**src/rtl/fifo_ctrl_pkg.sv**
```systemverilog
// fifo_ctrl_pkg: shared types for the FIFO access arbiter.
// Holds the control FSM encoding and the read return latency.
package fifo_ctrl_pkg;

  typedef enum logic [1:0] {
    IDLE  = 2'd0,
    RUN   = 2'd1,
    FLUSH = 2'd2,
    DONE  = 2'd3
  } state_t;

  localparam int RD_LAT = 2;

endpackage

```
**src/rtl/fifo_access_arbiter_rr_arb2.sv**
```systemverilog
// rr_arb2: two-requester round-robin grant.
// On a tie the requester not served last wins.
module rr_arb2 (
  input  logic clk,
  input  logic rst_n,
  input  logic i_req_w,
  input  logic i_req_r,
  output logic o_gnt_w,
  output logic o_gnt_r
);

  logic r_last_wr;

  // grant: single requester wins, tie goes to the one not served last
  always_comb begin
    o_gnt_w = 1'b0;
    o_gnt_r = 1'b0;
    if (i_req_w && i_req_r) begin
      o_gnt_w = !r_last_wr;
      o_gnt_r = r_last_wr;
    end else begin
      o_gnt_w = i_req_w;
      o_gnt_r = i_req_r;
    end
  end

  // remember who was served on the last grant
  always_ff @(posedge clk or negedge rst_n) begin
    if (!rst_n) begin
      r_last_wr <= 1'b0;
    end else if (o_gnt_w || o_gnt_r) begin
      r_last_wr <= o_gnt_w;
    end
  end

endmodule

```
**src/rtl/fifo_access_arbiter.sv**
```systemverilog
// fifo_access_arbiter: shares a single-port SRAM FIFO between
// one writer and one reader, with shadow count and flush drain.
module fifo_access_arbiter
  import fifo_ctrl_pkg::*;
#(
  parameter int WIDTH = 8,
  parameter int DEPTH = 1024,
  parameter int CW    = 10
) (
  input  logic             clk,
  input  logic             rst_n,
  input  logic             wr_valid,
  input  logic [WIDTH-1:0] wr_data,
  output logic             wr_ready,
  input  logic             rd_req,
  output logic             rd_ready,
  output logic             rd_valid,
  output logic [WIDTH-1:0] rd_data,
  input  logic             flush,
  output logic             flush_done,
  output logic [WIDTH-1:0] fifo_din,
  output logic             fifo_we_n,
  output logic             fifo_oe_n,
  input  logic [WIDTH-1:0] fifo_dout,
  output logic [CW-1:0]    count,
  output logic             full,
  output logic             empty
);

  state_t r_state;
  state_t w_next;

  logic [CW-1:0]     r_count;
  logic              r_we_n;
  logic [WIDTH-1:0]  r_din;
  logic [RD_LAT-1:0] r_v;
  logic [RD_LAT-1:0] r_disc;
  logic              r_rd_valid;
  logic [WIDTH-1:0]  r_rd_data;

  logic w_run;
  logic w_elig_w;
  logic w_elig_r;
  logic w_gnt_w;
  logic w_gnt_r;
  logic w_flush_rd;
  logic w_issue_rd;
  logic w_in_flight;

  assign full  = (r_count == CW'(DEPTH - 1));
  assign empty = (r_count == '0);
  assign count = r_count;

  assign w_run    = (r_state == RUN);
  assign w_elig_w = w_run && wr_valid && !full;
  assign w_elig_r = w_run && rd_req && !empty;

  rr_arb2 u_arb (
    .clk     (clk),
    .rst_n   (rst_n),
    .i_req_w (w_elig_w),
    .i_req_r (w_elig_r),
    .o_gnt_w (w_gnt_w),
    .o_gnt_r (w_gnt_r)
  );

  assign w_flush_rd  = (r_state == FLUSH) && !empty;
  assign w_issue_rd  = w_gnt_r || w_flush_rd;
  assign w_in_flight = |r_v;

  assign fifo_we_n = r_we_n;
  assign fifo_oe_n = ~r_v[0];
  assign fifo_din  = r_din;
  assign rd_valid  = r_rd_valid;
  assign rd_data   = r_rd_data;

  // state register
  always_ff @(posedge clk or negedge rst_n) begin
    if (!rst_n) begin
      r_state <= IDLE;
    end else begin
      r_state <= w_next;
    end
  end

  // next state and handshake outputs
  always_comb begin
    w_next     = r_state;
    wr_ready   = 1'b0;
    rd_ready   = 1'b0;
    flush_done = 1'b0;
    unique case (r_state)
      IDLE:  w_next = RUN;
      RUN:   if (flush) w_next = FLUSH;
      FLUSH: if (empty && !w_in_flight) w_next = DONE;
      DONE: begin
        flush_done = 1'b1;
        w_next     = RUN;
      end
    endcase
    wr_ready = w_gnt_w;
    rd_ready = w_gnt_r;
  end

  // shadow occupancy; write and read never accepted together
  always_ff @(posedge clk or negedge rst_n) begin
    if (!rst_n) begin
      r_count <= '0;
    end else if (w_gnt_w) begin
      r_count <= r_count + 1'b1;
    end else if (w_issue_rd) begin
      r_count <= r_count - 1'b1;
    end
  end

  // drive write pins for the cycle after accept
  always_ff @(posedge clk or negedge rst_n) begin
    if (!rst_n) begin
      r_we_n <= 1'b1;
      r_din  <= '0;
    end else begin
      r_we_n <= ~w_gnt_w;
      if (w_gnt_w) r_din <= wr_data;
    end
  end

  // read return pipe; discard tag marks flush reads
  always_ff @(posedge clk or negedge rst_n) begin
    if (!rst_n) begin
      r_v        <= '0;
      r_disc     <= '0;
      r_rd_valid <= 1'b0;
      r_rd_data  <= '0;
    end else begin
      r_v        <= {r_v[RD_LAT-2:0], w_issue_rd};
      r_disc     <= {r_disc[RD_LAT-2:0], w_flush_rd};
      r_rd_valid <= r_v[RD_LAT-1] && !r_disc[RD_LAT-1];
      if (r_v[RD_LAT-1] && !r_disc[RD_LAT-1]) begin
        r_rd_data <= fifo_dout;
      end
    end
  end

endmodule

```
**config.mk**
```make
export PLATFORM = sky130hd
export DESIGN_NAME = fifo_access_arbiter
export DESIGN_NICKNAME = d
export VERILOG_FILES = /design/src/rtl/fifo_ctrl_pkg.sv /design/src/rtl/fifo_access_arbiter_rr_arb2.sv /design/src/rtl/fifo_access_arbiter.sv
export SDC_FILE = /design/constraint.sdc
export NUM_CORES = 1
export LEC_CHECK = 0
export CAP_MARGIN = 20
export CORE_UTILIZATION = 40
export CTS_BUF_LIST = sky130_fd_sc_hd__clkbuf_8 sky130_fd_sc_hd__clkbuf_16
export CTS_CLUSTER_SIZE = 20
export DETAILED_ROUTE_END_ITERATION = 16
export PLACE_DENSITY_LB_ADDON = 0.25
export SYNTH_ARGS = -nofsm -noshare
export SYNTH_HDL_FRONTEND = slang
export SYNTH_HIERARCHICAL = 1
export SYNTH_SLANG_ARGS = --single-unit
```
**constraint.sdc**
```tcl
create_clock -name clk -period 5.16 [get_ports clk]
set_input_delay 0.774 -clock clk [delete_from_list [all_inputs] [get_ports clk]]
set_output_delay 0.774 -clock clk [all_outputs]
set_load 0.03 [all_outputs]
```
==> summary.md, run 1 <==
| Metric | Value |
|---|---|
| Outcome | completed |
| Async set-reset flop share out of synthesis | 1.000 |
| Mapped Avg Cell Area | roughly 11 um^2 |
| Mux cell area share after synthesis | 0.1233 |
| # rows | 24 |
| Post-CTS setup buffers | 0 |
| Cell Area, Synth | 1807 um^2 |
| WP data arrival | 2.71 ns |
| Number of global-route vias before repair | 1325 |
| First-pass GRT wire length | 6092 um |
| Warnings, synthesis | 6 |
| Synth Flop Type | dfrtp_1 |
| Least-Margin Pin Slew | 0.7206 ns |
| CP Launch Type | flop |
| Per-cell routed wire length | 13.41 um |
| Slew headroom | 0.5186 |
| Post-layout nets | about 250 |
| # diodes | 0 |
| Die ar. | 4789 um^2 |
| FMAX | 0.2866 GHz |
| Cts repair resizes | 0 |
| Post-synthesis adder-cell area fraction | 0.08726 |
| Min cycle time layout | 3.489 ns |
| Design Area, Final | between 2000 and 3000 um^2 |
| Worst R2R Setup Slack | 1.75 ns |
| Pin count of the biggest net entering global routing | 36 |
| Max Slew Vio Count | 0 |
| Post-synth EDFFs | 0 |
| P per Cell Area | approximately 800 nW/um^2 |
| DRC errors left | 0 |
| Type of the worst min-delay path | reg -> reg |
| RSZ-0062 raised after global routing | no |
| CP endpoint kind | primary output |
| CTS sink cnt | 35 |
| Tcrit/Tclk final | 0.6762 |
| Final setup viols | 0 |
| Setup tns final | 0 ns |
| Vias | 1393 |
| CTS tree | done |
| Capturing point of the worst reg2reg path | count[9]$_DFFE_PN0P_ |
| Netlist cell types | 37 |
| IR drop worst, VDD | ~390 uV |
| WP data required | 4.39 ns |
| R2R depth | 12 |
| XOR/XNOR share of the synthesized area | 0.03393 |
| Wirelength, routed | 3673 um |
| Die height | between 60 and 70 um |
| Hold path depth | 0 |
| Initial DRC count | 31 |
| HP Start | r_disc[0]$_DFF_PN0_ |
| Pre-CTS setup slack | 1.606 ns |
| Worst Path Max Fanout | 12 |
| Hold Violations, Final | 0 |
| Clock latency on the worst-skew pair | 0.29 ns |
| Gr usage total | 0.1593 |
| Antenna viol nets, final | 0 |
| FF+latch count, synth | 35 |
| CTS root buf | clkbuf_8 |
| Area share of and/or/nand/nor cells after synthesis | 0.1101 |
| Pwr Total | between 2 and 2.5 mW |
| First-pass DRT Iterations | 4 |
| Post-Place Cells | roughly 270 |
| Setup Skew | 0.004991 ns |
| Slack of the critical path | approximately 1.7 ns |
| Max cap viols | 0 |
| Starting Density | 0.4149 |
| Pleak | 1.075 nW |
| Worst-path clk slew | 0.07 ns |
| Clock buffer depth | 2 |
| Cts hold-fix bufs | 0 |
| Core footprint | 4354 um^2 |
| Critical path class | reg -> out |
| Global route overflow | 0 |
| Inserted Clock Buffers | 5 |
| GPL Wtd Cong | 0.8371 |
| Io pins | 55 |
| DPL Wire Length | approximately 2700 um |
| Hold endpoint | r_disc[1]$_DFF_PN0_ |
| Port bufs | 54 |
| Synth-to-Final Area Change | 39.54% |
| Initial antenna violation count | 0 |
| Htree depth | 2 |
| Register area share after synthesis | 0.4855 |
| Most common cell after layout, fill and taps aside | clkdlybuf4s50_1 |
| Cells after Synth | ~160 |
| Cell area after placement | between 2000 and 2500 um^2 |
| Compound-Gate Fraction of Synth Area | 0.1288 |
| Worst Hold Slack | roughly 0.36 ns |
| Via density | 5.084 |
| Layout Cells excl Fill | between 200 and 300 |
| Commonest non-fill, non-tap cells in the layout | clkdlybuf4s50_1, dfrtp_1, mux2_2, nand2_1 |
| Layout cells sized above 1 | 0.1667 |
| Die Wd | 69.21 um |
| Main combinational cell family by area after synthesis | compound AO/OA/AOI/OAI gates |
| Final core occ | 0.5790 |
| Syn Nets | approximately 190 |
| Worst reg2reg startpoint | count[0]$_DFFE_PN0P_ |
==> area by class of cell <==
| type | count | area, um^2 |
|---|---|---|
| clock inverters | 3 | 43.79 |
| well taps | 52 | 65.06 |
| clock buffers | 5 | 68.82 |
| multi-input cells | 113 | 873.3 |
| repair buffers | 56 | 555.5 |
| fillers | 380 | 1833 |
| inverters | 10 | 37.54 |
| flip-flops and latches | 35 | 877.1 |
==> Yosys cell counts (all sizes together) (3+ instances only) <==
library cell | count | area share
dfrtp | 34 | 0.47
mux2 | 18 | 0.11
o21ai | 15 | 0.042
nand2 | 12 | 0.025
ha | 11 | 0.076
nor2 | 11 | 0.027
inv | 10 | 0.021
a21oi | 9 | 0.027
xor2 | 5 | 0.024
nor3 | 4 | 0.011
o21a | 3 | 0.012
==> state kept, by name (all words and copies together) (netlist names) <==
signal / count
fifo_we_n: 1
u_arb/r_last_wr: 1
r_disc: 2
fifo_din: 8
rd_data: 8
count: 10
r_v: 2
rd_valid: 1
r_state: 2
==> metal layers <==
metal,share of wire,vias up,global-route usage
met1,0.46,663,0.2067
met2,0.48,41,0.2600
li1,-,684,-
met3,0.054,5,0.05087
met4,0.0084,0,0.03628
met5,0,-,0
==> cell families (layout without fill, tap and decap cells) <==
group / Yosys count / after routing
AND/OR/NAND/NOR: 37 / 37
adder cells (fa/ha/maj): 12 / 12
AO/OA/AOI/OAI: 37 / 37
XOR/XNOR: 7 / 7
multiplexers: 20 / 20
buffers and inverters: 13 / 74
flip-flops: 35 / 35
==> critical path, stage by stage, from the launching register on <==
cell             delay (ns)
dfrtp_1                0.48
nor4_2                 0.38
nand3_1                0.20
and3_2                 0.28
a21boi_1               0.14
buf_4                  0.23
clkdlybuf4s50_1        0.71
==> worst max-delay path by stage <==
| stage | startpoint | endpoint | slack (ns) |
|---|---|---|---|
| floorplan | count[1]$_DFFE_PN0P_ | count[6]$_DFFE_PN0P_ | 0.84 |
| detailed placement | wr_valid | count[8]$_DFFE_PN0P_ | 1.61 |
| CTS | count[0]$_DFFE_PN0P_ | wr_ready | 1.64 |
| finish | count[0]$_DFFE_PN0P_ | wr_ready | 1.67 |
| global placement | wr_valid | count[6]$_DFFE_PN0P_ | 1.63 |
| global route | count[0]$_DFFE_PN0P_ | count[9]$_DFFE_PN0P_ | 1.49 |
==> where the power goes <==
part	leakage (nW)	internal (mW)	switching, mW	total, mW
Combinational	0.599	0.561	0.668	1.23
Clock	0.0581	0.144	0.101	0.244
Sequential	0.417	0.417	0.122	0.538
Total	1.07	1.12	0.890	2.01
No activity file was read; power rests on OpenSTA's default activity.
==> run 2: changes to the inputs <==
- clock period: 5.16 -> 3.5 ns (I/O delays scaled with it)
==> run 2 against run 1 <==
  * Cell count unchanged
  * First-iteration DRC count is 3.2% lower
  * Hold slack better by 0.022 ns
  * Power grew 48%
  * Clock power increased by 49%
  * Clock-buffer cell count is the same
  * Design area rose by 0.84%
  * Clock skew shrank 0.0024 ns
  * Setup slack got worse by 1.4 ns
  * Sequential share of layout area fell by 0.29 points
  * Critical path depth stayed put
  * Register-to-register slack worse by 1.5 ns
  * Critical path type unchanged
  * Critical endpoint unchanged
  * Highest routed layer unchanged
==> summary.md, run 2 (synthesis gave the netlist of run 1 again) <==
| Metric | Value |
|---|---|
| Outcome | completed (unchanged) |
| CP Launch Type | flop (unchanged) |
| IR drop worst, VDD | 560.4 uV (was 389.7 uV) |
| Sw frac | 0.4426 (about the same) |
| Worst-path clk slew | 0.07 ns (about the same) |
| CP endpoint kind | primary output (unchanged) |
| Port bufs | 54 (unchanged) |
| # rows | 24 (unchanged) |
| Commonest non-fill, non-tap cells in the layout | clkdlybuf4s50_1, dfrtp_1, mux2_2, nand2_1 (unchanged) |
| CP delay by family, top | buffers and inverters (unchanged) |
| Max stage delay on crit path | 0.70 ns (was 0.71 ns) |
| Min cycle time layout | 3.241 ns |
| WP data required | 2.97 ns (was 4.39 ns) |
| Wirelength, routed | 3637 um (was 3673 um) |
| Pin count of the biggest net entering global routing | 36 (unchanged) |
| Pwr Total | 2.982 mW (was 2.012 mW) |
| Worst Path Max Fanout | 11 (was 12) |
| Initial DRC count | 30 (was 31) |
| P per Cell Area | 1173 nW/um^2 (was 798.1 nW/um^2) |
| DPL Wire Length | 2677 um (was 2670 um) |
| CTS root buf | clkbuf_8 (unchanged) |
| First-pass GRT wire length | 6472 um (was 6092 um) |
| Vias | 1362 (was 1393) |
| CTS sink cnt | 35 (unchanged) |
| Htree depth | 2 (unchanged) |
| Clock buffer depth | 2 (unchanged) |
| Setup tns final | 0 ns (unchanged) |
| Starting Density | 0.4149 (unchanged) |
| Die height | 69.21 um (unchanged) |
| Number of global-route vias before repair | 1362 (was 1325) |
| Final setup viols | 0 (unchanged) |
| Inserted Clock Buffers | 5 (unchanged) |
| Via density | 4.971 (was 5.084) |
| Slack of the critical path | 0.2585 ns (was 1.671 ns) |
| Sequential share of power | 0.265 (was 0.267) |
| WP data arrival | 2.72 ns (was 2.71 ns) |
| Slew headroom | 0.5106 (was 0.5186) |
| Clk pwr share | 0.122 (was 0.121) |
| Per-cell routed wire length | 13.27 um (was 13.41 um) |
| Io pins | 55 (unchanged) |
| Most common cell after layout, fill and taps aside | clkdlybuf4s50_1 (unchanged) |
| Type of the worst min-delay path | reg -> reg (unchanged) |
| DRC errors left | 0 (unchanged) |
| Psw | 1.320 mW (was 890.5 uW) |
| Least-Margin Pin Slew | 0.7326 ns (was 0.7206 ns) |
| Antenna viol nets, final | 0 (unchanged) |
| Cells along the critical path | nor4_2 -> nand3_1 -> and3_2 -> a21boi_4 -> buf_4 -> clkdlybuf4s50_1 (was nor4_2 -> nand3_1 -> and3_2 -> a21boi_1 -> buf_4 -> clkdlybuf4s50_1) |
| CTS tree | done (unchanged) |
| GPL Wtd Cong | 0.7946 (was 0.8371) |
| Worst Path Buf+Inv | 2 (unchanged) |
| Post-layout nets | 254 (unchanged) |
| Pleak | 1.078 nW (was 1.075 nW) |
| Core footprint | 4354 um^2 (unchanged) |
| First-pass DRT Iterations | 2 (was 4) |
| Hold Violations, Final | 0 (unchanged) |
| Global route overflow | 0 (unchanged) |
| Clock latency on the worst-skew pair | 0.28 ns (was 0.29 ns) |
| Layout cells sized above 1 | 0.1802 (was 0.1667) |
| Worst Hold Slack | 0.3806 ns (was 0.3585 ns) |
| Die ar. | 4789 um^2 (unchanged) |
| Slowest stage cell, crit path | clkdlybuf4s50_1 (unchanged) |
| # diodes | 0 (unchanged) |
| Pre-CTS setup slack | 0.2875 ns (was 1.606 ns) |
| Comb pwr share | 0.613 (was 0.611) |
| Int Pwr | 1.662 mW (was 1.122 mW) |
| Critical path class | reg -> out (unchanged) |
| FMAX | 0.3085 GHz |
| Tcrit/Tclk final | 0.9261 |
| Max cap viols | 0 (unchanged) |
| Die Wd | 69.21 um (unchanged) |
| Post-CTS setup buffers | 0 (unchanged) |
| Setup Skew | 0.002551 ns (was 0.004991 ns) |
| Gr usage total | 0.1695 (was 0.1593) |
| RSZ-0062 raised after global routing | no (unchanged) |
| Number of flip-flops in the largest register | 10 (unchanged) |
| Synth-to-Final Area Change | 40.72% (was 39.54%) |
| Max Slew Vio Count | 0 (unchanged) |
| Initial antenna violation count | 0 (unchanged) |
==> run 2: cell counts in the layout (fill, tap and decap cells not counted) <==
No cell type changed its count.
==> run 2: power by group through the flow <==
| stage | Combinational [mW] | Clock [mW] | Sequential, mW |
|---|---|---|---|
| floorplan | 0.972 | 0 | 1.10 |
| global placement | 1.82 | 0 | 0.793 |
| detailed placement | 1.83 | 0 | 0.798 |
| CTS | 1.84 | 0.378 | 0.792 |
| global route | 1.99 | 0.394 | 0.832 |
| finish | 1.83 | 0.363 | 0.791 |
==> run 2: stage by stage <==
| stage | cells | area (um^2) | utilization |
|---|---|---|---|
| after floorplan | 161 | 1824 | - |
| final | 274 | 2542 | 0.5839 |
| after CTS | 274 | 2537 | 0.5828 |
| after detailed placement | 266 | 2425 | 0.5569 |
| after global routing | 274 | 2542 | 0.5839 |
| after global placement | 266 | 2425 | 0.5569 |
==> run 2: worst paths after layout <==
check	depth (start not counted)	start	slack (ns)	endpoint
worst max-delay path	6	count[1]$_DFFE_PN0P_	0.26	wr_ready
worst min-delay path	0	r_disc[0]$_DFF_PN0_	0.38	r_disc[1]$_DFF_PN0_
worst max register to register	11	count[1]$_DFFE_PN0P_	0.28	count[9]$_DFFE_PN0P_
worst min register to register	0	r_disc[0]$_DFF_PN0_	0.38	r_disc[1]$_DFF_PN0_
max in group asynchronous	2	rst_n	2.51	fifo_we_n$_DFF_PN1_
min in group asynchronous	2	rst_n	0.66	r_state[1]$_DFFE_PN0P_
==> run 2: cell type report <==
type,count,area (um^2)
clock buffer,5,68.82
clock inverter,3,43.79
fill,394,1812
inverter,10,37.54
multi-input combinational,113,894.6
sequential,35,877.1
tap,52,65.06
timing repair buffer,56,555.5
==> run 2: routing by layer <==
metal,track usage,up-vias,share of wire
met5,0,-,0
met4,0.05442,0,0.011
met3,0.04797,5,0.045
met2,0.2751,31,0.48
met1,0.2185,634,0.46
li1,-,692,-
==> run 2: timing repair <==
| item | in CTS | in global routing |
|---|---|---|
| endpoints found under the setup margin | 0 | 1 |
| hold buffers | 0 | 0 |
| gates resized for setup | 0 | 1 |
